$ cat config.mk
export PLATFORM = sky130hd
export DESIGN_NAME = exe_stage_pipe_reg
export DESIGN_NICKNAME = d
export VERILOG_FILES = /design/src/rtl/pipe_pkg.sv /design/src/rtl/pipe_skid_slot.sv /design/src/rtl/exe_stage_pipe_reg.sv
export SDC_FILE = /design/constraint.sdc
export NUM_CORES = 1
export LEC_CHECK = 0
export CAP_MARGIN = 20
export CORE_MARGIN = 1
export CORE_UTILIZATION = 45
export DETAILED_ROUTE_END_ITERATION = 10
export PLACE_DENSITY = 0.78
export SYNTH_ARGS = -nofsm -noshare
export SYNTH_HDL_FRONTEND = slang
export SYNTH_SLANG_ARGS = --single-unit
$ cat constraint.sdc
create_clock -name clk_i -period 14.9 [get_ports clk_i]
set_input_delay 2.98 -clock clk_i [delete_from_list [all_inputs] [get_ports clk_i]]
set_output_delay 2.98 -clock clk_i [all_outputs]
set_load 0.05 [all_outputs]
$ cat src/rtl/pipe_pkg.sv
// rtl/pipe_pkg.sv - shared types and constants for the ID/EX pipeline register
package pipe_pkg;

  localparam int unsigned PIPE_XLEN     = 32;
  localparam int unsigned PIPE_CTRL_W   = 8;
  localparam int unsigned PIPE_ALUC_W   = 4;
  localparam int unsigned PIPE_REGIDX_W = 5;

  localparam logic [31:0] NOP_INSTR = 32'h0000_0013;

  // Control bundle layout {WB[2:0], Mem[1:0], Exe[2:0]}
  localparam int unsigned CTRL_WB_HI  = 7;
  localparam int unsigned CTRL_WB_LO  = 5;
  localparam int unsigned CTRL_MEM_HI = 4;
  localparam int unsigned CTRL_MEM_LO = 3;
  localparam int unsigned CTRL_EXE_HI = 2;
  localparam int unsigned CTRL_EXE_LO = 0;

  typedef struct packed {
    logic [31:0]              instr;
    logic [PIPE_CTRL_W-1:0]   ctrl;
    logic [PIPE_XLEN-1:0]     data1;
    logic [PIPE_XLEN-1:0]     data2;
    logic [PIPE_XLEN-1:0]     immgen;
    logic [PIPE_ALUC_W-1:0]   aluc;
    logic [PIPE_REGIDX_W-1:0] wbreg;
    logic [PIPE_XLEN-1:0]     pc_add4;
  } id_ex_payload_t;

  typedef enum logic [1:0] {
    EMPTY = 2'd0,
    FULL  = 2'd1,
    SKID  = 2'd2
  } pipe_state_e;

endpackage

$ cat src/rtl/pipe_skid_slot.sv
// rtl/pipe_skid_slot.sv - payload register with load enable and valid bit
module pipe_skid_slot #(
  parameter int unsigned W = 8
) (
  input  logic         clk_i,
  input  logic         rst_i,
  input  logic         load_i,
  input  logic         kill_i,
  input  logic [W-1:0] data_i,
  output logic         valid_o,
  output logic [W-1:0] data_o
);

  logic         valid_q, valid_d;
  logic [W-1:0] data_q, data_d;

  // Kill wins over load; a killed slot keeps its stale payload.
  always_comb begin
    valid_d = valid_q;
    data_d  = data_q;
    if (kill_i) begin
      valid_d = 1'b0;
    end else if (load_i) begin
      valid_d = 1'b1;
      data_d  = data_i;
    end
  end

  always_ff @(posedge clk_i or posedge rst_i) begin
    if (rst_i) begin
      valid_q <= 1'b0;
      data_q  <= '0;
    end else begin
      valid_q <= valid_d;
      data_q  <= data_d;
    end
  end

  assign valid_o = valid_q;
  assign data_o  = data_q;

endmodule

$ cat src/rtl/exe_stage_pipe_reg.sv
// rtl/exe_stage_pipe_reg.sv - ID/EX register with 2-entry skid buffer and flush
// Optional perf counters: EXE_STAGE_PERF_EN
module exe_stage_pipe_reg #(
  parameter int unsigned XLEN      = 32,
  parameter int unsigned CTRL_W    = 8,
  parameter int unsigned ALUC_W    = 4,
  parameter int unsigned REGIDX_W  = 5,
  parameter logic [31:0] NOP_INSTR = pipe_pkg::NOP_INSTR
) (
  input  logic                clk_i,
  input  logic                rst_i,
  input  logic                flush_i,
  input  logic                valid_i,
  output logic                ready_o,
  input  logic [31:0]         instr_i,
  input  logic [CTRL_W-1:0]   ctrl_i,
  input  logic [XLEN-1:0]     data1_i,
  input  logic [XLEN-1:0]     data2_i,
  input  logic [XLEN-1:0]     immgen_i,
  input  logic [ALUC_W-1:0]   aluc_i,
  input  logic [REGIDX_W-1:0] wbreg_i,
  input  logic [XLEN-1:0]     pc_add4_i,
  output logic                valid_o,
  input  logic                ready_i,
  output logic [31:0]         instr_o,
  output logic [CTRL_W-1:0]   ctrl_o,
  output logic [XLEN-1:0]     data1_o,
  output logic [XLEN-1:0]     data2_o,
  output logic [XLEN-1:0]     immgen_o,
  output logic [ALUC_W-1:0]   aluc_o,
  output logic [REGIDX_W-1:0] wbreg_o,
  output logic [XLEN-1:0]     pc_add4_o
`ifdef EXE_STAGE_PERF_EN
  ,
  output logic [31:0]         stall_cnt_o,
  output logic [31:0]         flush_cnt_o
`endif
);

  import pipe_pkg::*;

  localparam int unsigned P_PC    = 0;
  localparam int unsigned P_WB    = P_PC + XLEN;
  localparam int unsigned P_ALUC  = P_WB + REGIDX_W;
  localparam int unsigned P_IMM   = P_ALUC + ALUC_W;
  localparam int unsigned P_D2    = P_IMM + XLEN;
  localparam int unsigned P_D1    = P_D2 + XLEN;
  localparam int unsigned P_CTRL  = P_D1 + XLEN;
  localparam int unsigned P_INSTR = P_CTRL + CTRL_W;
  localparam int unsigned PW      = P_INSTR + 32;

  // Reset asserts asynchronously, releases on a clock edge.
  logic rst_meta_q, rst_q;
  always_ff @(posedge clk_i or posedge rst_i) begin
    if (rst_i) begin
      rst_meta_q <= 1'b1;
      rst_q      <= 1'b1;
    end else begin
      rst_meta_q <= 1'b0;
      rst_q      <= rst_meta_q;
    end
  end

  pipe_state_e state_q, state_d;
  logic        ready_q;
  logic        accept, drain;
  logic        main_load, main_kill, skid_load, skid_kill;
  logic        main_valid, skid_valid;
  logic [PW-1:0] in_payload, main_data, skid_data, main_src;

  assign in_payload = {instr_i, ctrl_i, data1_i, data2_i, immgen_i, aluc_i, wbreg_i, pc_add4_i};

  assign accept = valid_i && ready_q;
  assign drain  = main_valid && ready_i;

  always_comb begin
    state_d   = state_q;
    main_load = 1'b0;
    main_kill = 1'b0;
    skid_load = 1'b0;
    skid_kill = 1'b0;
    if (flush_i) begin
      state_d   = EMPTY;
      main_kill = 1'b1;
      skid_kill = 1'b1;
    end else begin
      unique case (state_q)
        EMPTY: begin
          if (accept) begin
            main_load = 1'b1;
            state_d   = FULL;
          end
        end
        FULL: begin
          if (accept && drain) begin
            main_load = 1'b1;
          end else if (drain) begin
            main_kill = 1'b1;
            state_d   = EMPTY;
          end else if (accept) begin
            skid_load = 1'b1;
            state_d   = SKID;
          end
        end
        SKID: begin
          if (drain) begin
            main_load = 1'b1;
            skid_kill = 1'b1;
            state_d   = FULL;
          end
        end
        default: begin
          main_kill = 1'b1;
          skid_kill = 1'b1;
          state_d   = EMPTY;
        end
      endcase
    end
  end

  always_ff @(posedge clk_i or posedge rst_q) begin
    if (rst_q) begin
      state_q <= EMPTY;
      ready_q <= 1'b1;
    end else begin
      state_q <= state_d;
      ready_q <= (state_d != SKID);
    end
  end

  // Skid only holds data in SKID, which is the only state where main refills from it.
  assign main_src = skid_valid ? skid_data : in_payload;

  pipe_skid_slot #(.W(PW)) u_main_slot (
    .clk_i   (clk_i),
    .rst_i   (rst_q),
    .load_i  (main_load),
    .kill_i  (main_kill),
    .data_i  (main_src),
    .valid_o (main_valid),
    .data_o  (main_data)
  );

  pipe_skid_slot #(.W(PW)) u_skid_slot (
    .clk_i   (clk_i),
    .rst_i   (rst_q),
    .load_i  (skid_load),
    .kill_i  (skid_kill),
    .data_i  (in_payload),
    .valid_o (skid_valid),
    .data_o  (skid_data)
  );

  assign ready_o   = ready_q;
  assign valid_o   = main_valid;
  // Bubbles present a NOP with a zero control bundle so EXE never writes state.
  assign instr_o   = main_valid ? main_data[P_INSTR +: 32] : NOP_INSTR;
  assign ctrl_o    = main_valid ? main_data[P_CTRL +: CTRL_W] : '0;
  assign data1_o   = main_data[P_D1 +: XLEN];
  assign data2_o   = main_data[P_D2 +: XLEN];
  assign immgen_o  = main_data[P_IMM +: XLEN];
  assign aluc_o    = main_data[P_ALUC +: ALUC_W];
  assign wbreg_o   = main_data[P_WB +: REGIDX_W];
  assign pc_add4_o = main_data[P_PC +: XLEN];

`ifdef EXE_STAGE_PERF_EN
  logic [31:0] stall_cnt_q, stall_cnt_d;
  logic [31:0] flush_cnt_q, flush_cnt_d;

  always_comb begin
    stall_cnt_d = stall_cnt_q;
    flush_cnt_d = flush_cnt_q;
    if (main_valid && !ready_i) stall_cnt_d = stall_cnt_q + 32'd1;
    if (flush_i && (main_valid || skid_valid || accept)) flush_cnt_d = flush_cnt_q + 32'd1;
  end

  always_ff @(posedge clk_i or posedge rst_q) begin
    if (rst_q) begin
      stall_cnt_q <= '0;
      flush_cnt_q <= '0;
    end else begin
      stall_cnt_q <= stall_cnt_d;
      flush_cnt_q <= flush_cnt_d;
    end
  end

  assign stall_cnt_o = stall_cnt_q;
  assign flush_cnt_o = flush_cnt_q;
`endif

endmodule

-- Word-level counts from Yosys, hierarchy flattened
Index checks and enable logic that the tools add are counted.
- bitwise gates (word level): 2
- reduce and logical (&&, ||, !) cells: 10
- multiplexer cells: 28
- eq/ne operators: 3
- operators with widths (cell ; number):
    two-way mux 177 bit ; 1
    two-way mux 32 bit ; 1
    two-way mux 1 bit ; 15
    two-way mux 2 bit ; 6
    two-way mux 8 bit ; 1
    case mux 2 bit (3 select lines) ; 1
    case mux 1 bit (2 select lines) ; 2
    AND reduction 2 bit ; 2
    nonzero test 2 bit ; 2
    OR reduction 2 bit ; 2
    logical AND 1 bit ; 3
    case mux 1 bit (3 select lines) ; 1
    equality test 2 x 1 -> 1 bit (second input constant) ; 1
    equality test 2 bit (second input constant) ; 1
    logical NOT 2 bit ; 1
    inequality test 2 bit (second input constant) ; 1
    NOT 1 bit ; 2
- logic and storage cells: 51
- input bits: 182
- output and inout port bits: 179
- bits in registers: 361

-- Depth between registers and ports, before layout
Gate-level depths: netlist of the first run.
- depth after elaboration: 8
- gate-level depth with buffers: 6
- gate-level depth less buffers: 3

-- Modules after synthesis
Synthesis of the first run repeated with hierarchy kept, for this count alone.
- cell total of the unflattened synthesis: 1026
- area, all modules: 17605.6 µm²
- by module, submodules not included (module ; cells an instance ; instances ; sequential area each (µm²) ; area each (µm²)):
    pipe_skid_slot ; 379 ; 2 ; 4454.3 ; 7201.9
    exe_stage_pipe_reg ; 268 ; 1 ; 128.9 ; 3201.8

-- Worst setup path after synthesis of the first run
OpenSTA, ideal clock, no wires.
- path kind: register to output
- from: register u_main_slot.valid_q (netlist: u_main_slot.valid_o)
- to: output port ctrl_o[4]
- buffers on the path: 2
- arrival time: 1.592 ns
- slack: 10.328 ns
- data required time: 11.920 ns
- cell stages (with the launch flop): 4
- path through: dfrtp_1 buf_2 clkbuf_1 and2_1
- word-level cells in the longest chain between the ends: 1
- ends and longest elaborated chain (what ; line ; source):
    from (decl) ; pipe_skid_slot.sv:14 ; logic valid_q, valid_d;
    from (signal assigned) ; pipe_skid_slot.sv:34 ; valid_q <= valid_d;
    two-way mux 8 bit ; exe_stage_pipe_reg.sv:158 ; assign ctrl_o = main_valid ? main_data[P_CTRL +: CTRL_W] : '0;
    to (decl) ; exe_stage_pipe_reg.sv:26 ; output logic [CTRL_W-1:0] ctrl_o,
No other way between the ends.

-- Worst setup path in the final report of the first run
- from: input port ready_i
- to: register u_main_slot.data_q[43] (netlist: u_main_slot.data_o[43])
- word-level cells in the longest chain between the ends: 7
- elaborated cells on any way between the ends: 11
- those cells by class: mux (7); bitwise (1); reduce/logical (3)
- ends and longest elaborated chain (what ; line ; source):
    from (decl) ; exe_stage_pipe_reg.sv:24 ; input logic ready_i,
    logical AND 1 bit (*) ; exe_stage_pipe_reg.sv:74 ; assign drain = main_valid && ready_i;
    two-way mux 1 bit or logical AND 1 bit (tied branches) ; exe_stage_pipe_reg.sv:97, exe_stage_pipe_reg.sv:106, exe_stage_pipe_reg.sv:95 ;
    two-way mux 1 bit ; exe_stage_pipe_reg.sv:95 ; if (accept && drain) begin
    case mux 1 bit (2 select lines) ; exe_stage_pipe_reg.sv:87 ; unique case (state_q)
    two-way mux 1 bit ; exe_stage_pipe_reg.sv:82 ; if (flush_i) begin
    NOT 1 bit (no source line) ; - ;
    AND reduction 2 bit (no source line) (*) ; - ;
    to (signal assigned) ; pipe_skid_slot.sv:35 ; data_q <= data_d;
    to (decl) ; pipe_skid_slot.sv:15 ; logic [W-1:0] data_q, data_d;
Mark *: on every way between the ends. The rest lies on a longest branch, timed or not.
A chain may end at the register's enable or synchronous reset.

==> results.cfg, run 1 <==
[timing]
period_share = 0.414
setup_violations = 0
setup-tns-final_ns = 0
hold_viol_final = 0
finalClockSkew_ns = 0.0123
final-max-slew-violation-count = 0
rsz0062_at_grt = false
worstMarginPinSlew_ns = 1.24
slew_headroom = 0.176
max_freq_mhz = 162
holdWs_ns = 0.355
fin_crit_ns = 6.16

[synth]
yosysMostFrequentCell = mux2_2
synth_area_leaders = dfrtp_1 53%, mux2_2 30%, buf_4 6.6%
syn_inst = 1160
ys_seq_area_frac = 0.537
syn_area_per_cell_um2 = 14.5
syn-num-nets = 1342
synth_ff_type = dfrtp_1
yosysWarnings = 0
netlist_area_um2 = 16800
synth_seq_cells = 361
synth_edf_count = 0
ys_types = 26
ys_top_cells_by_count = 442 x mux2_2, 358 x dfrtp_1, 148 x buf_4
async_flop_share = 1.00
yosysTopAreaCell = dfrtp_1
yosysTopAreaCellShare = 0.532

[clocking]
cts_setup_buffers = 0
cts_made_buffers = 40
ctsRootBufferMaster = clkbuf_16
cts_tree = done
cts_hold_buf = 0
ctsResizeCount = 0
cts_buffer_depth = 3
htree_levels = 2
clock_sinks = 361
clk_pin_slew_worst_paths_ns = 0.06
clock_latency_ns = 0.54

[finish]
fin_area_um2 = 21100
diodes = 0
final-seq-area_um2 = 9040
area_growth_pct = 25.5
nNetsFinal = 1555
nFillCells = 2911
drive_gt1_frac = 0.374
fin_util = 0.576
multiInputGateArea_um2 = 6410

[power]
power_density_nw_per_um2 = 180
power_mw = 3.80
ir_drop_mv = 0.130
power_leakage_nw = 8.82

[die]
die_w_um = 195
io_pins = 361
dieArea_um2 = 38200
die_h_um = 195
initial_utilization = 0.459
rows = 70
core_area_um2 = 36700

[routing]
drc = 0
ant_nets = 0
drt_first_pass_iters = 4
wl_per_cell_um = 19.0
drt_wl_total_um = 35500
drt_iter0_drc = 276
vias = 9552
vias_per_cell = 5.12

[setup_path]
worst-path-max-fanout = 71
path_class = input port to flop
start_kind = input port
endpoint_kind = flop
crit_required_ns = 15.32
crit_arrival_ns = 6.58

[placement]
dp.final_hpwl_um = 23100
place_congestion = 0.755
place_area_um2 = 19700
io_buffer_count = 360

[job]
drv_cap = 0

[grt]
grt_pass1_wl_um = 56800
grt-ovfl-total = 0
grt_pass1_vias = 10327
grt_util_all_layers = 0.188
grt_max_degree = 144
antenna_found_initial = 1

[status]
status = finished clean

[min_path]
hold_class = flop to flop
[routing by layer]
metal	share of wire	routed length, um	vias up	global-route usage
li1	-	-	4347	-
met1	0.41	14400	4879	0.227
met2	0.49	17400	277	0.311
met3	0.085	3020	49	0.0689
met4	0.022	765	0	0.0633
met5	0	0	-	0
[worst paths after layout]
kind	from	to	slack, ns	cells after the start
hold / removal	rst_meta_q	rst_q	0.35	0
setup / recovery	ready_i	u_main_slot.data_o[43]	8.74	6
max in group asynchronous	rst_i	rst_q	12.11	2
hold reg to reg	rst_meta_q	rst_q	0.35	0
setup reg to reg	u_main_slot.valid_o	u_main_slot.data_o[43]	10.87	5
min in group asynchronous	rst_q	u_skid_slot.data_o[114]	0.44	1
[flip-flops by register name, indices dropped and copies added (netlist names)]
register and flops:
state_q 2, u_main_slot.valid_o 1, rst_meta_q 1, ready_o 1
u_skid_slot.data_o 177, u_skid_slot.valid_o 1, u_main_slot.data_o 177, rst_q 1
[through the flow]
step | setup WS, ns | cells
after floorplan | 4.64 | 1160
after global placement | 8.19 | 1797
after detailed placement | 8.17 | 1797
after CTS | 8.75 | 1865
after global routing | 8.50 | 1867
final | 8.74 | 1867
[critical path, cell delays in order]
cell	delay [ns]
clkdlybuf4s50_1	0.62
nand2_2	0.15
a221oi_4	1.06
buf_4	0.45
buf_4	0.81
mux2_2	0.42
[logic make-up (layout without fill, tap and decap cells)]
family,Yosys count,after routing,share of synthesized area
flops,361,361,0.537
buf+inv,205,444,0.0825
compound gates,11,11,0.00528
other cells,1,1,0.000223
simple gates,51,51,0.0197
mux,531,531,0.355
[placed cells by master, fill, tap and decap left out, drive strengths merged]
master / Yosys / layout
a211o: 2 / 2
clkinv: 0 / 5
nor2: 1 / 1
o21a: 1 / 1
clkdlybuf4s50: 0 / 360
inv: 4 / 4
a21oi: 3 / 3
clkbuf: 22 / 59
nand4b: 1 / 1
nand2b: 4 / 4
and4b: 1 / 1
dfstp: 3 / 3
nand3b: 1 / 1
dfrtp: 358 / 358
a221oi: 1 / 1
o21ai: 2 / 2
a31oi: 2 / 2
nand4: 1 / 1
buf: 179 / 12
mux2: 531 / 531
and2: 37 / 37
conb: 1 / 1
nand2: 4 / 4
or3: 1 / 1
bufinv: 0 / 4
[layout make-up]
class,count,share of cell area
repair buffers,372,0.177
multi-input cells,594,0.303
clock inverters,9,0.00705
flip-flops and latches,361,0.428
inverters,4,0.00107
clock buffers,59,0.0560
well taps,468,0.0277
[power breakdown]
group          total (mW)  internal (mW)  switching [mW]
clock               0.999          0.616           0.382
combinational        1.30          0.569           0.728
sequential           1.51           1.33           0.177
No activity file was read; power rests on OpenSTA's default activity.
==> run 2: changes to the inputs <==
Clock period 14.9 ns to 6.3 ns, I/O delays scaled along.
==> run 2 against run 1 <==
Count of clock-buffer cells in the layout decreased by 1. Final cell count down 0.11%. First-iteration DRC count down 17%. Largest cell class unchanged. Die area stayed put. Final area about the same. Largest power group unchanged. Critical path depth shrank 3. Sequential share of layout area barely moved. Highest routed layer unchanged. Clock power is 130% higher. Sequential power rose by 140%. Register-to-register slack worse by 7.3 ns. Via count shrank 0.94%. Core utilization barely moved.
==> results.cfg, run 2 (synthesis results as in run 1) <==
[status]
status = finished clean

[clocking]
cts_buffer_depth = 3
cts_tree = done
clock_sinks = 361
ctsResizeCount = 0
ctsRootBufferMaster = clkbuf_16
cts_setup_buffers = 0
cts_hold_buf = 0
cts_made_buffers = 40
htree_levels = 2
clock_latency_ns = 0.52
clk_pin_slew_worst_paths_ns = 0.06

[placement]
dp_slack_ns = 2.58
io_buffer_count = 360
place_area_um2 = 19800
place_congestion = 0.741
dp.final_hpwl_um = 22300

[timing]
slew_headroom = 0.238
worstMarginPinSlew_ns = 1.14
setup-tns-final_ns = 0
final-max-slew-violation-count = 0
setup_violations = 0
fin_crit_ns = 4.05
period_share = 0.643
finalClockSkew_ns = 0.0139
max_freq_mhz = 247
fin_ws_ns = 2.25
holdWs_ns = 0.352
hold_viol_final = 0
rsz0062_at_grt = false

[setup_path]
crit_arrival_ns = 2.79
path_class = flop to output port
reg2reg_depth = 4
crit_path_end = instr_o[27]
critPathSlowestCell = clkdlybuf4s50_1
timing.rr.start = u_main_slot.valid_o
cp-startpoint = u_main_slot.valid_o
endpoint_kind = output port
start_kind = flop
r2r_slack_ns = 3.54
worstPathCellList = buf_4 > and2_1 > clkdlybuf4s50_1
r2r_end = u_skid_slot.data_o[17]
cp_slowest_stage_delay_ns = 0.85
crit_required_ns = 5.04
worst-path-max-fanout = 26

[finish]
drive_gt1_frac = 0.371
diodes = 0
area_growth_pct = 25.4
layout_common_cells = 442 x mux2_2, 360 x clkdlybuf4s50_1, 357 x dfrtp_1
nFillCells = 2906
fin_area_um2 = 21100
nNetsFinal = 1551
fin_util = 0.575
layout.cells.most_common = mux2_2

[die]
rows = 70
dieArea_um2 = 38200
initial_utilization = 0.459
die_w_um = 195
die_h_um = 195
io_pins = 361
core_area_um2 = 36700

[power]
ir_drop_mv = 0.266
power_density_nw_per_um2 = 424
power_leakage_nw = 8.79

[routing]
drt_wl_total_um = 35000
wl_per_cell_um = 18.8
vias_per_cell = 5.07
drc = 0
ant_nets = 0
drt_iter0_drc = 230
drt_first_pass_iters = 4
vias = 9462

[grt]
antenna_found_initial = 0
grt-ovfl-total = 0
grt_util_all_layers = 0.183
grt_max_degree = 184
grt_pass1_vias = 10358
grt_pass1_wl_um = 56100

[min_path]
hold_class = flop to flop

[job]
drv_cap = 0
run 2: changes by cell type in the layout (fill, tap and decap cells not counted), sizes merged:
cell      before  now
clkinv         5    6
clkinvlp       0    2
buf           12    8
clkbuf        59   58
run 2: worst max-delay path, delay by kind of cell (launching register included):
family	cells	cell delay, ns
simple gates	1	0.17
flops	1	0.83
buf+inv	2	1.25
run 2: layer usage:
layer,up-vias,wire length (um),track usage
met5,-,0,0
met4,0,648,0.0458
met3,45,3190,0.0710
met2,277,16800,0.303
met1,4788,14400,0.224
li1,4352,-,-
run 2: cell type report:
| cell class | instances | area (um2) | area share |
|---|---|---|---|
| clock buffer | 58 | 1150 | 0.0545 |
| multi-input combinational | 594 | 6410 | 0.304 |
| inverter | 4 | 18.8 | 0.000889 |
| timing repair buffer | 368 | 3740 | 0.177 |
| tap | 468 | 586 | 0.0277 |
| clock inverter | 12 | 166 | 0.00788 |
| sequential | 361 | 9040 | 0.428 |
run 2: stage by stage:
stage | power (mW) | std cells
finish | 8.96 | 1865
detailed placement | 6.68 | 1795
global route | 9.38 | 1865
floorplan | 6.02 | 1160
CTS | 9.07 | 1865
global placement | 6.57 | 1795
run 2: worst min path at each step:
stage / from / end / slack (ns) / cells past startpoint
after global placement: rst_meta_q / rst_q / 0.35 / 0
after detailed placement: rst_meta_q / rst_q / 0.35 / 0
after floorplan: rst_meta_q / rst_q / 0.35 / 0
after CTS: rst_meta_q / rst_q / 0.36 / 0
final: rst_meta_q / rst_q / 0.35 / 0
after global routing: rst_meta_q / rst_q / 0.36 / 0
run 2: report_power, final:
part / total (mW) / leakage, nW / internal, mW / switching [mW]
registers: 3.55 / 4.32 / 3.14 / 0.404
logic: 3.08 / 3.82 / 1.35 / 1.73
clock network: 2.33 / 0.646 / 1.43 / 0.904
==> run 3: changes to the inputs <==
Clock period 6.3 ns to 3.85 ns, I/O delays scaled along.
==> run 3 against run 2 <==
Register-to-register slack got worse by 2.0 ns. Global-route usage increased by 0.54 points. Flip-flop and latch count did not move. Critical path type unchanged. Largest cell class unchanged.
==> results.cfg, run 3 (synthesis results as in run 1) <==
[status]
status = finished clean

[setup_path]
cp_top_family = buffers and inverters
start_kind = flop
cp-startpoint = u_main_slot.valid_o
crit_cells = 3
path_class = flop to output port
worst-path-max-fanout = 32
critPathBufInv = 2
timing.rr.start = u_main_slot.valid_o
reg2reg_depth = 5
crit_required_ns = 3.08
crit_arrival_ns = 2.28
r2r_slack_ns = 1.50
worstPathCellList = buf_4 > and2_1 > clkdlybuf4s50_1
r2r_end = u_main_slot.data_o[25]
endpoint_kind = output port
cp_slowest_stage_delay_ns = 0.85
crit_path_end = ctrl_o[1]
critPathSlowestCell = clkdlybuf4s50_1

[timing]
worstMarginPinSlew_ns = 1.04
setup-tns-final_ns = 0
holdWs_ns = 0.237
final-max-slew-violation-count = 0
setup_violations = 0
max_freq_mhz = 328
finalClockSkew_ns = 0.0122
slew_headroom = 0.307
period_share = 0.792
rsz0062_at_grt = false
fin_ws_ns = 0.802
hold_viol_final = 0
fin_crit_ns = 3.05

[die]
io_pins = 361
core_area_um2 = 36700
dieArea_um2 = 38200
rows = 70
initial_utilization = 0.459
die_w_um = 195
die_h_um = 195

[power]
power_leakage_nw = 8.90
power_mw = 14.7
ir_drop_mv = 0.487
power_density_nw_per_um2 = 692

[min_path]
hold_class = flop to asynchronous set/reset pin

[clocking]
clock_sinks = 361
cts_setup_buffers = 0
ctsResizeCount = 0
clock_latency_ns = 0.54
cts_hold_buf = 0
cts_buffer_depth = 3
ctsRootBufferMaster = clkbuf_16
cts_tree = done
clk_pin_slew_worst_paths_ns = 0.06
htree_levels = 2
cts_made_buffers = 39

[placement]
placed_cells = 1811
place_area_um2 = 20000
dp.final_hpwl_um = 23300
io_buffer_count = 360
dp_slack_ns = 0.804
place_congestion = 0.745

[finish]
layout_common_cells = 442 x mux2_2, 360 x clkdlybuf4s50_1, 357 x dfrtp_1
drive_gt1_frac = 0.382
fin_area_um2 = 21300
layoutNonFillerInstCount = 1881
nNetsFinal = 1566
area_growth_pct = 26.5
layout.cells.most_common = mux2_2
diodes = 0
fin_util = 0.580

[routing]
drt_first_pass_iters = 4
ant_nets = 0
vias_per_cell = 5.10
wl_per_cell_um = 18.8
drt_wl_total_um = 35400
vias = 9592
drt_iter0_drc = 292
drc = 0

[grt]
grt_max_degree = 181
grt_util_all_layers = 0.189
antenna_found_initial = 1
grt_pass1_vias = 10282
grt_pass1_wl_um = 56800
grt-ovfl-total = 0

[job]
drv_cap = 0
## run 3: cell types whose count changed in the layout (fill, tap and decap cells not counted)
cell and change:
clkinv_4 +1, clkbuf_8 +5, buf_4 +13, buf_12 +3
clkbuf_1 -6, inv_6 -1, clkinv_2 +2, bufinv_16 -1
## run 3: worst min path at each step
stage	start	slack, ns	cells past startpoint	endpoint
2_1_floorplan	rst_meta_q	0.35	0	rst_q
3_3_place_gp	rst_q	0.24	1	u_skid_slot.data_o[112]
3_5_place_dp	rst_q	0.24	1	u_skid_slot.data_o[113]
4_1_cts	rst_q	0.25	1	u_skid_slot.data_o[92]
5_1_grt	rst_q	0.27	1	u_skid_slot.data_o[113]
6_report	rst_q	0.24	1	u_skid_slot.data_o[92]
## run 3: final cells by class
| class | instances | area, um2 |
|---|---|---|
| flip-flops and latches | 361 | 9040 |
| fillers | 2862 | 15400 |
| multi-input cells | 594 | 6410 |
| clock inverters | 13 | 146 |
| clock buffers | 57 | 1200 |
| inverters | 4 | 18.8 |
| repair buffers | 384 | 3900 |
| well taps | 468 | 586 |
## run 3: report_power, final
| part | switching, mW | total, mW | internal (mW) |
|---|---|---|---|
| registers | 0.668 | 5.81 | 5.14 |
| clock network | 1.51 | 3.86 | 2.35 |
| logic | 2.84 | 5.06 | 2.22 |
## run 3: per-layer routing
metal  vias to the layer above  share of wire  global-route usage
met1                      4867           0.43               0.237
met5                         -        0.00042                   0
li1                       4388              -                   -
met2                       277           0.47               0.306
met4                         2          0.024              0.0647
met3                        58          0.076              0.0611
## run 3: worst register-to-register path, delay by kind of cell (launching register included)
family / cells / cell delay [ns]
and+or+nand+nor: 1 / 0.16
AOI/OAI and AO/OA: 1 / 0.44
muxes: 1 / 0.57
DFF: 1 / 0.36
buffers and inverters: 2 / 0.71
